$ cat src/rtl/serial_tx.sv
// Byte-wide UART-style serializer: start bit, 8 data bits LSB first, stop bit.
// Define SERIAL_TX_PARITY_EN to insert an even-parity bit between data and stop.
`timescale 1ns/1ps

module serial_tx #(
   parameter int CLKS_PER_BIT = 4
) (
   input  logic       clk,
   input  logic       rst,
   input  logic [7:0] tx_data,
   input  logic       tx_valid,
   output logic       tx_ready,
   output logic       tx_out,
   output logic       busy
);

   typedef enum logic [2:0] {
      IDLE,
      START,
      DATA,
`ifdef SERIAL_TX_PARITY_EN
      PARITY,
`endif
      STOP
   } state_t;

   localparam logic [7:0] LAST_CNT = 8'(CLKS_PER_BIT - 1);

   state_t     state_q, state_d;
   logic [7:0] cnt_q, cnt_d;
   logic [2:0] idx_q, idx_d;
   logic [7:0] shift_q, shift_d;
   logic       tx_out_q, tx_out_d;
   logic       tx_ready_q, tx_ready_d;
   logic       busy_q, busy_d;
   logic       bit_done;
`ifdef SERIAL_TX_PARITY_EN
   logic       parity_q, parity_d;
`endif

   assign bit_done = (cnt_q == LAST_CNT);

   // NOTE: every _d gets a default first so no path through the case infers a latch.
   always_comb begin
      state_d    = state_q;
      cnt_d      = cnt_q;
      idx_d      = idx_q;
      shift_d    = shift_q;
      tx_out_d   = tx_out_q;
      tx_ready_d = tx_ready_q;
      busy_d     = busy_q;
`ifdef SERIAL_TX_PARITY_EN
      parity_d   = parity_q;
`endif
      case (state_q)
         IDLE: begin
            if (tx_valid && tx_ready_q) begin
               shift_d    = tx_data;
`ifdef SERIAL_TX_PARITY_EN
               parity_d   = ^tx_data;
`endif
               cnt_d      = 8'd0;
               idx_d      = 3'd0;
               state_d    = START;
               tx_out_d   = 1'b0;
               tx_ready_d = 1'b0;
               busy_d     = 1'b1;
            end
         end
         START: begin
            if (bit_done) begin
               cnt_d    = 8'd0;
               state_d  = DATA;
               tx_out_d = shift_q[0];
            end else begin
               cnt_d = cnt_q + 8'd1;
            end
         end
         DATA: begin
            if (bit_done) begin
               cnt_d = 8'd0;
               if (idx_q == 3'd7) begin
`ifdef SERIAL_TX_PARITY_EN
                  state_d  = PARITY;
                  tx_out_d = parity_q;
`else
                  state_d  = STOP;
                  tx_out_d = 1'b1;
`endif
               end else begin
                  // Line always shows shift_q[0]; shift right to expose the next bit.
                  idx_d    = idx_q + 3'd1;
                  shift_d  = {1'b0, shift_q[7:1]};
                  tx_out_d = shift_q[1];
               end
            end else begin
               cnt_d = cnt_q + 8'd1;
            end
         end
`ifdef SERIAL_TX_PARITY_EN
         PARITY: begin
            if (bit_done) begin
               cnt_d    = 8'd0;
               state_d  = STOP;
               tx_out_d = 1'b1;
            end else begin
               cnt_d = cnt_q + 8'd1;
            end
         end
`endif
         STOP: begin
            if (bit_done) begin
               cnt_d      = 8'd0;
               state_d    = IDLE;
               tx_out_d   = 1'b1;
               tx_ready_d = 1'b1;
               busy_d     = 1'b0;
            end else begin
               cnt_d = cnt_q + 8'd1;
            end
         end
         default: begin
            state_d    = IDLE;
            tx_out_d   = 1'b1;
            tx_ready_d = 1'b1;
            busy_d     = 1'b0;
         end
      endcase
   end

   // NOTE: sequential state uses non-blocking assignments only; rst acts without a clock.
   always_ff @(posedge clk or posedge rst) begin
      if (rst) begin
         state_q    <= IDLE;
         cnt_q      <= 8'd0;
         idx_q      <= 3'd0;
         shift_q    <= 8'd0;
         tx_out_q   <= 1'b1;
         tx_ready_q <= 1'b1;
         busy_q     <= 1'b0;
`ifdef SERIAL_TX_PARITY_EN
         parity_q   <= 1'b0;
`endif
      end else begin
         state_q    <= state_d;
         cnt_q      <= cnt_d;
         idx_q      <= idx_d;
         shift_q    <= shift_d;
         tx_out_q   <= tx_out_d;
         tx_ready_q <= tx_ready_d;
         busy_q     <= busy_d;
`ifdef SERIAL_TX_PARITY_EN
         parity_q   <= parity_d;
`endif
      end
   end

   assign tx_out   = tx_out_q;
   assign tx_ready = tx_ready_q;
   assign busy     = busy_q;

endmodule
$ cat config.mk
export PLATFORM = sky130hd
export DESIGN_NAME = serial_tx
export DESIGN_NICKNAME = d
export VERILOG_FILES = /design/src/rtl/serial_tx.sv
export SDC_FILE = /design/constraint.sdc
export NUM_CORES = 1
export LEC_CHECK = 0
export ABC_CLOCK_PERIOD_IN_PS = 1990
export CAP_MARGIN = 25
export CORE_MARGIN = 4
export CORE_UTILIZATION = 35
export CTS_CLUSTER_SIZE = 25
export DETAILED_ROUTE_END_ITERATION = 8
export DONT_BUFFER_PORTS = 1
export SKIP_CTS_REPAIR_TIMING = 1
export SYNTH_ARGS = -nofsm -noshare
export SYNTH_HDL_FRONTEND = slang
export SYNTH_SLANG_ARGS = --single-unit
$ cat constraint.sdc
create_clock -name clk -period 1.99 [get_ports clk]
set_input_delay 0.2985 -clock clk [delete_from_list [all_inputs] [get_ports clk]]
set_output_delay 0.2985 -clock clk [all_outputs]
set_load 0.02 [all_outputs]
* Word level (Yosys, flattened, before mapping) *
Index checks and enable logic that the tools add are counted.

word-level totals
  register bits = 25
  bits of input ports = 11
  word-level logic and storage cells = 59

operators by class
  equal/unequal tests = 11
  muxes and demuxes = 27
  reduce and logical (&&, ||, !) cells = 11
  add/subtract/negate cells = 2
  bitwise gates (word level) = 1

operators with widths
  cell                   number
  $mux W8                5
  $pmux W8 S2            2
  $mux W3                8
  $ne A2 B2 Y1 const B   6
  $pmux W3 S4            1
  $add A8 B1 Y8 const B  1
  $eq A8 B2 Y1 const B   1
  $reduce_and A4 Y1      2
  $mux W1                7
  $eq A3 B2 Y1 const B   2
  $pmux W1 S3            2
  $pmux W3 S2            1
  $reduce_and A5 Y1      1
  $pmux W1 S4            1
  $reduce_bool A2 Y1     2
  $add A3 B1 Y3 const B  1
  $eq A3 B1 Y1 const B   1
  $eq A3 B3 Y1 const B   1
  $logic_not A3 Y1       1
  $reduce_and A3 Y1      1
  $reduce_or A3 Y1       1
  $reduce_and A2 Y1      1
  $reduce_or A2 Y1       1
  $logic_and A1 B1 Y1    1
  $not A1 Y1             1

* Longest topological paths before layout *
  depth after elaboration = 4
  mapped depth = 7
  depth with buffers taken out = 6

* Least setup slack after synthesis *
No wires, ideal clock.

  kind = flip-flop to flip-flop
  start = reg idx_q[0]
  end = reg idx_q[2]
  period minus slack after synthesis = 1.794 ns
  library setup time = 0.121 ns
  required time = 1.869 ns
  stages on the path, launching flop included = 8
  slack = 0.196 ns
  path buffers = 1
  arrival = 1.673 ns
  cell sequence = dfrtp_1 ha_1 ha_1 nor2b_1 a31oi_2 or2_1 buf_6 a22o_1

on the way
  longest elaborated chain between the ends = 4

ends and longest elaborated chain
  item                    line  RTL
  start, declared         31    logic [2:0] idx_q, idx_d;
  start signal, assigned  147   idx_q <= idx_d;
  $add A3 B1 Y3           92    idx_d = idx_q + 3'd1;
  $mux W3                 82    if (idx_q == 3'd7) begin
  $mux W3                 80    if (bit_done) begin
  $pmux W3 S2             55    case (state_q)

Parallel ways exist; a longest one is shown, timed or not. The select of a mux whose other input is x is not followed.
A chain may end at the register's enable or synchronous reset.

* Worst setup path after layout *
  start = reg state_q[0]
  end = reg cnt_q[7]

on the way
  longest elaborated chain between the ends = 4

ends and longest elaborated chain
  item                                                 line  RTL
  start, declared                                      29    state_t state_q, state_d;
  start signal, assigned                               145   state_q <= state_d;
  $eq A3 B2 Y1 / $eq A3 B1 Y1 (equally long branches)  55
  $reduce_or A3 Y1 (no line)                           -
  $reduce_bool A2 Y1 (no line)                         -
  $reduce_and A2 Y1 (no line)                          -
  end signal, assigned                                 146   cnt_q <= cnt_d;
  end, declared                                        30    logic [7:0] cnt_q, cnt_d;

Parallel ways exist; a longest one is shown, timed or not.

==> report_table.html <==
<table>
<tr><th>Metric</th><th>Value</th></tr>
<tr><th colspan="2">Pwr</th></tr>
<tr><td>Portion of total power attributed to the clock network</td><td>12.0%</td></tr>
<tr><td>Reported leakage power</td><td>approximately 0.66 nW</td></tr>
<tr><td>Net switching share of the total power</td><td>between 40% and 50%</td></tr>
<tr><td>Net Switching</td><td>~0.00092 W</td></tr>
<tr><td>Power Internal</td><td>around 0.0014 W</td></tr>
<tr><td>PwrDens</td><td>between 1500 and 2000 nW/µm²</td></tr>
<tr><td>Worst supply voltage drop on vdd</td><td>roughly 0.75 mV</td></tr>
<tr><td>Relative contribution of sequential cells to total power</td><td>36.6%</td></tr>
<tr><td>Share of power burned in combinational logic</td><td>roughly half</td></tr>
<tr><th colspan="2">Clocking</th></tr>
<tr><td>Number of buffers created by CTS</td><td>3</td></tr>
<tr><td>Clock tree from TritonCTS</td><td>done</td></tr>
<tr><td>Clock-pin transition on the worst setup and hold timing paths</td><td>about 0.080 ns</td></tr>
<tr><td>Master cell of the clock root buffer</td><td>clkbuf_8</td></tr>
<tr><td>Clk_lat worst skew</td><td>around 0.26 ns</td></tr>
<tr><td>Clock Path Buffers</td><td>2</td></tr>
<tr><td>Number of H-tree levels</td><td>1</td></tr>
<tr><td>CTS Sinks</td><td>24</td></tr>
<tr><th colspan="2">Cells and area</th></tr>
<tr><td>Final non-filler cell area</td><td>1494 µm²</td></tr>
<tr><td>Total inserted antenna cells</td><td>0</td></tr>
<tr><td>Net count of the finished layout</td><td>around 160</td></tr>
<tr><td>Growth of design area from synthesis to finish</td><td>11.38%</td></tr>
<tr><td>Share of cells above drive strength 1</td><td>19.40%</td></tr>
<tr><th colspan="2">Yosys</th></tr>
<tr><td>Most frequent cells after synthesis</td><td>o21ai_0 (25), dfrtp_1 (22), ha_1 (9), mux2i_1 (9), nand2_1 (7)</td></tr>
<tr><td>Warnings, synthesis</td><td>0</td></tr>
<tr><td>Top-area cell type share of the netlist area</td><td>approximately two fifths</td></tr>
<tr><td>FFs w/ async S/R, synth</td><td>between 90% and 100%</td></tr>
<tr><td>Most instantiated library cell after synthesis</td><td>o21ai_0</td></tr>
<tr><td>Synth Register Bits</td><td>24</td></tr>
<tr><td>Post-Synthesis Cell Area</td><td>around 1300 µm²</td></tr>
<tr><td>Main synth FF type</td><td>dfrtp_1</td></tr>
<tr><td>Cell types with the largest area share after synthesis</td><td>dfrtp_1 (41%), o21ai_0 (9.3%), ha_1 (8.4%)</td></tr>
<tr><td>Number of enable flip-flop cells after synthesis</td><td>0</td></tr>
<tr><td>Mean instance size in the synthesized netlist</td><td>around 11 µm²</td></tr>
<tr><td>Share of the yosys chip area belonging to registers</td><td>between 40% and 50%</td></tr>
<tr><td>Library cell with the largest summed area after synthesis</td><td>dfrtp_1</td></tr>
<tr><td>Number of unique standard cell types used by synthesis</td><td>37</td></tr>
<tr><td>Cell count after synthesis</td><td>approximately 130</td></tr>
<tr><td>Number of nets in the synthesized netlist</td><td>146</td></tr>
<tr><th colspan="2">GRT</th></tr>
<tr><td>Wire length of the first global-routing pass</td><td>roughly 4500 µm</td></tr>
<tr><td>Vias in the first global route</td><td>979</td></tr>
<tr><td>Total congestion overflow after global routing</td><td>0</td></tr>
<tr><td>Largest net degree at the start of global routing</td><td>25</td></tr>
<tr><td>Tot GR Track Use</td><td>11.39%</td></tr>
<tr><td>Number of antenna violations at the first check in global routing</td><td>0</td></tr>
<tr><th colspan="2">Die</th></tr>
<tr><td>Initial cell density of the core</td><td>a little over a third</td></tr>
<tr><td>Floorplan die area</td><td>4887 µm²</td></tr>
<tr><td>Core area</td><td>about 3700 µm²</td></tr>
<tr><td>Chip Width</td><td>between 60 and 70 µm</td></tr>
<tr><td>I/O pin cnt</td><td>14</td></tr>
<tr><td>Row Count</td><td>22</td></tr>
<tr><td>Die Ht</td><td>about 70 µm</td></tr>
<tr><th colspan="2">Worst setup path</th></tr>
<tr><td>Worst reg2reg startpoint</td><td>state_q[0]</td></tr>
<tr><td>Critical path data required time</td><td>between 2 and 2.5 ns</td></tr>
<tr><td>Maximum fanout encountered on the critical timing path</td><td>16</td></tr>
<tr><td>Sort of element at the start of the critical path</td><td>flip-flop</td></tr>
<tr><td>Arrival @ worst endpoint</td><td>around 2.1 ns</td></tr>
<tr><td>Number of cells on the worst reg-to-reg path</td><td>7</td></tr>
<tr><td>Setup CP Type</td><td>reg2reg</td></tr>
<tr><td>R2R setup slack</td><td>a little over 0.09 ns</td></tr>
<tr><td>Critical Path End Type</td><td>flip-flop</td></tr>
<tr><td>Worst R2R End</td><td>cnt_q[7]</td></tr>
<tr><th colspan="2">Timing</th></tr>
<tr><td>Final period util</td><td>a little over nine tenths</td></tr>
<tr><td>Slew of the pin with the lowest slew margin</td><td>about 0.43 ns</td></tr>
<tr><td>Skew final</td><td>about 0.0044 ns</td></tr>
<tr><td>Remaining max-slew budget at the tightest pin</td><td>a little over two thirds</td></tr>
<tr><td>Final-report hold violation count</td><td>0</td></tr>
<tr><td>Final critical-path required period</td><td>approximately 1.9 ns</td></tr>
<tr><td>Setup Viol. Count Final</td><td>0</td></tr>
<tr><td>Maximum clock rate</td><td>around 530 MHz</td></tr>
<tr><td>Hold Slack</td><td>0.2002 ns</td></tr>
<tr><td>Count of pins over their slew limit</td><td>0</td></tr>
<tr><th colspan="2">Place</th></tr>
<tr><td>Port Buf Inserts</td><td>0</td></tr>
<tr><td>Half-perimeter wire length after placement</td><td>~1900 µm</td></tr>
<tr><td>Weighted congestion at the end of routability-driven global placement</td><td>roughly 0.74</td></tr>
<tr><td>Instance area at placement</td><td>~1400 µm²</td></tr>
<tr><th colspan="2">Drt</th></tr>
<tr><td>Post-route DRC violation count</td><td>0</td></tr>
<tr><td>Sum of met3 wire segment lengths after detailed routing</td><td>between 100 and 150 µm</td></tr>
<tr><td>WL/cell</td><td>approximately 14 µm</td></tr>
<tr><td>Routed met2 length</td><td>around 1200 µm</td></tr>
<tr><td>First DRT Iteration DRCs</td><td>30</td></tr>
<tr><td>Avg Vias per Cell</td><td>about 5.4</td></tr>
<tr><td>Detailed-routing iteration count for the pre-antenna-repair pass</td><td>4</td></tr>
<tr><td>Post-Route WL</td><td>around 2500 µm</td></tr>
<tr><td>Post-detailed-route count of antenna-violating nets</td><td>0</td></tr>
<tr><td>WL met1</td><td>around 1200 µm</td></tr>
<tr><td>Overall via count from detail_route</td><td>984</td></tr>
<tr><td>Highest signal layer in the routed design</td><td>met4</td></tr>
<tr><th colspan="2">Min path</th></tr>
<tr><td>Number of instances on the worst hold path</td><td>1</td></tr>
<tr><td>Worst min-delay path category</td><td>in2reg</td></tr>
<tr><td>Beginning of the worst hold path</td><td>tx_data[7]</td></tr>
<tr><td>Hold Path Sink</td><td>shift_q[7]</td></tr>
<tr><th colspan="2">Status</th></tr>
<tr><td>Run status</td><td>complete, no violations</td></tr>
<tr><th colspan="2">Run</th></tr>
<tr><td>Maxcap violations</td><td>0</td></tr>
</table>
[how the worst max path moves through the flow]
stage / startpoint / to / slack [ns] / depth (start not counted)
2_1_floorplan: idx_q[0] / idx_q[2] / 0.20 / 7
3_3_place_gp: idx_q[0] / idx_q[0] / 0.13 / 6
3_5_place_dp: state_q[0] / cnt_q[7] / 0.03 / 7
4_1_cts: state_q[0] / cnt_q[7] / 0.03 / 7
5_1_grt: state_q[0] / cnt_q[7] / -0.002 / 7
6_report: state_q[0] / cnt_q[7] / 0.09 / 7
[state kept, by name (all words and copies together), names as in the netlist]
name and cells:
cnt_q 8, tx_ready 1, tx_out 1, idx_q 3
state_q 2, shift_q 8, busy 1
[cells in the final DEF, fill, tap and decap left out, types with 3 or more instances in the layout]
cell type / n
o21ai_0: 25
a21oi_1: 4
nor2_1: 3
a22o_1: 3
mux2_2: 3
ha_1: 8
mux2i_1: 9
clkbuf_8: 3
inv_1: 3
nand2_1: 7
nor3_1: 4
buf_4: 9
dfrtp_1: 22
[cell families after synthesis]
| group | share of synthesized area (%) |
|---|---|
| AOI/OAI and AO/OA | 20.24 |
| adders and majority gates | 8.396 |
| buffers and inverters | 3.358 |
| DFF | 44.96 |
| muxes | 9.235 |
| and+or+nand+nor | 13.81 |
[layer usage]
| metal | vias to the layer above | global-route usage, % |
|---|---|---|
| li1 | 485 | - |
| met3 | 5 | 1.871 |
| met5 | - | 0 |
| met2 | 26 | 17.73 |
| met1 | 468 | 15.50 |
| met4 | 0 | 5.106 |
[power groups by stage]
stage	clock network, W	registers (W)	logic (W)
floorplan	0	0.000816	0.000899
global placement	0	0.000847	0.00109
detailed placement	0	0.000853	0.00113
CTS	0.000286	0.000842	0.00114
global route	0.000307	0.000868	0.00136
finish	0.000276	0.000841	0.00118
[stage by stage]
stage                     setup slack (ns)  setup TNS, ns  total power [W]  cells  util [%]
final                              0.09069              0         0.002300    182     40.50
after CTS                          0.03010              0         0.002265    179     39.62
after global placement              0.1318              0         0.001941    176     38.50
after detailed placement           0.03430              0         0.001983    176     38.50
after floorplan                     0.1957              0         0.001715    126         -
after global routing             -0.002221      -0.002221         0.002533    182     40.50
[critical path: stages (launching register included)]
cell      delay [ns]
dfrtp_1         0.41
inv_1           0.11
ha_2            0.23
a21boi_1        0.13
buf_4           0.19
or2_2           0.38
a21o_1          0.18
a22o_1          0.17
[cell type report]
type / count / area [µm²]
fill: 374 / 2195
multi-input combinational: 94 / 700.7
sequential: 24 / 603.1
timing repair buffer: 10 / 77.57
tap: 48 / 60.06
clock buffer: 3 / 41.29
inverter: 3 / 11.26
Note: power is estimated with default switching activity, not from simulation.
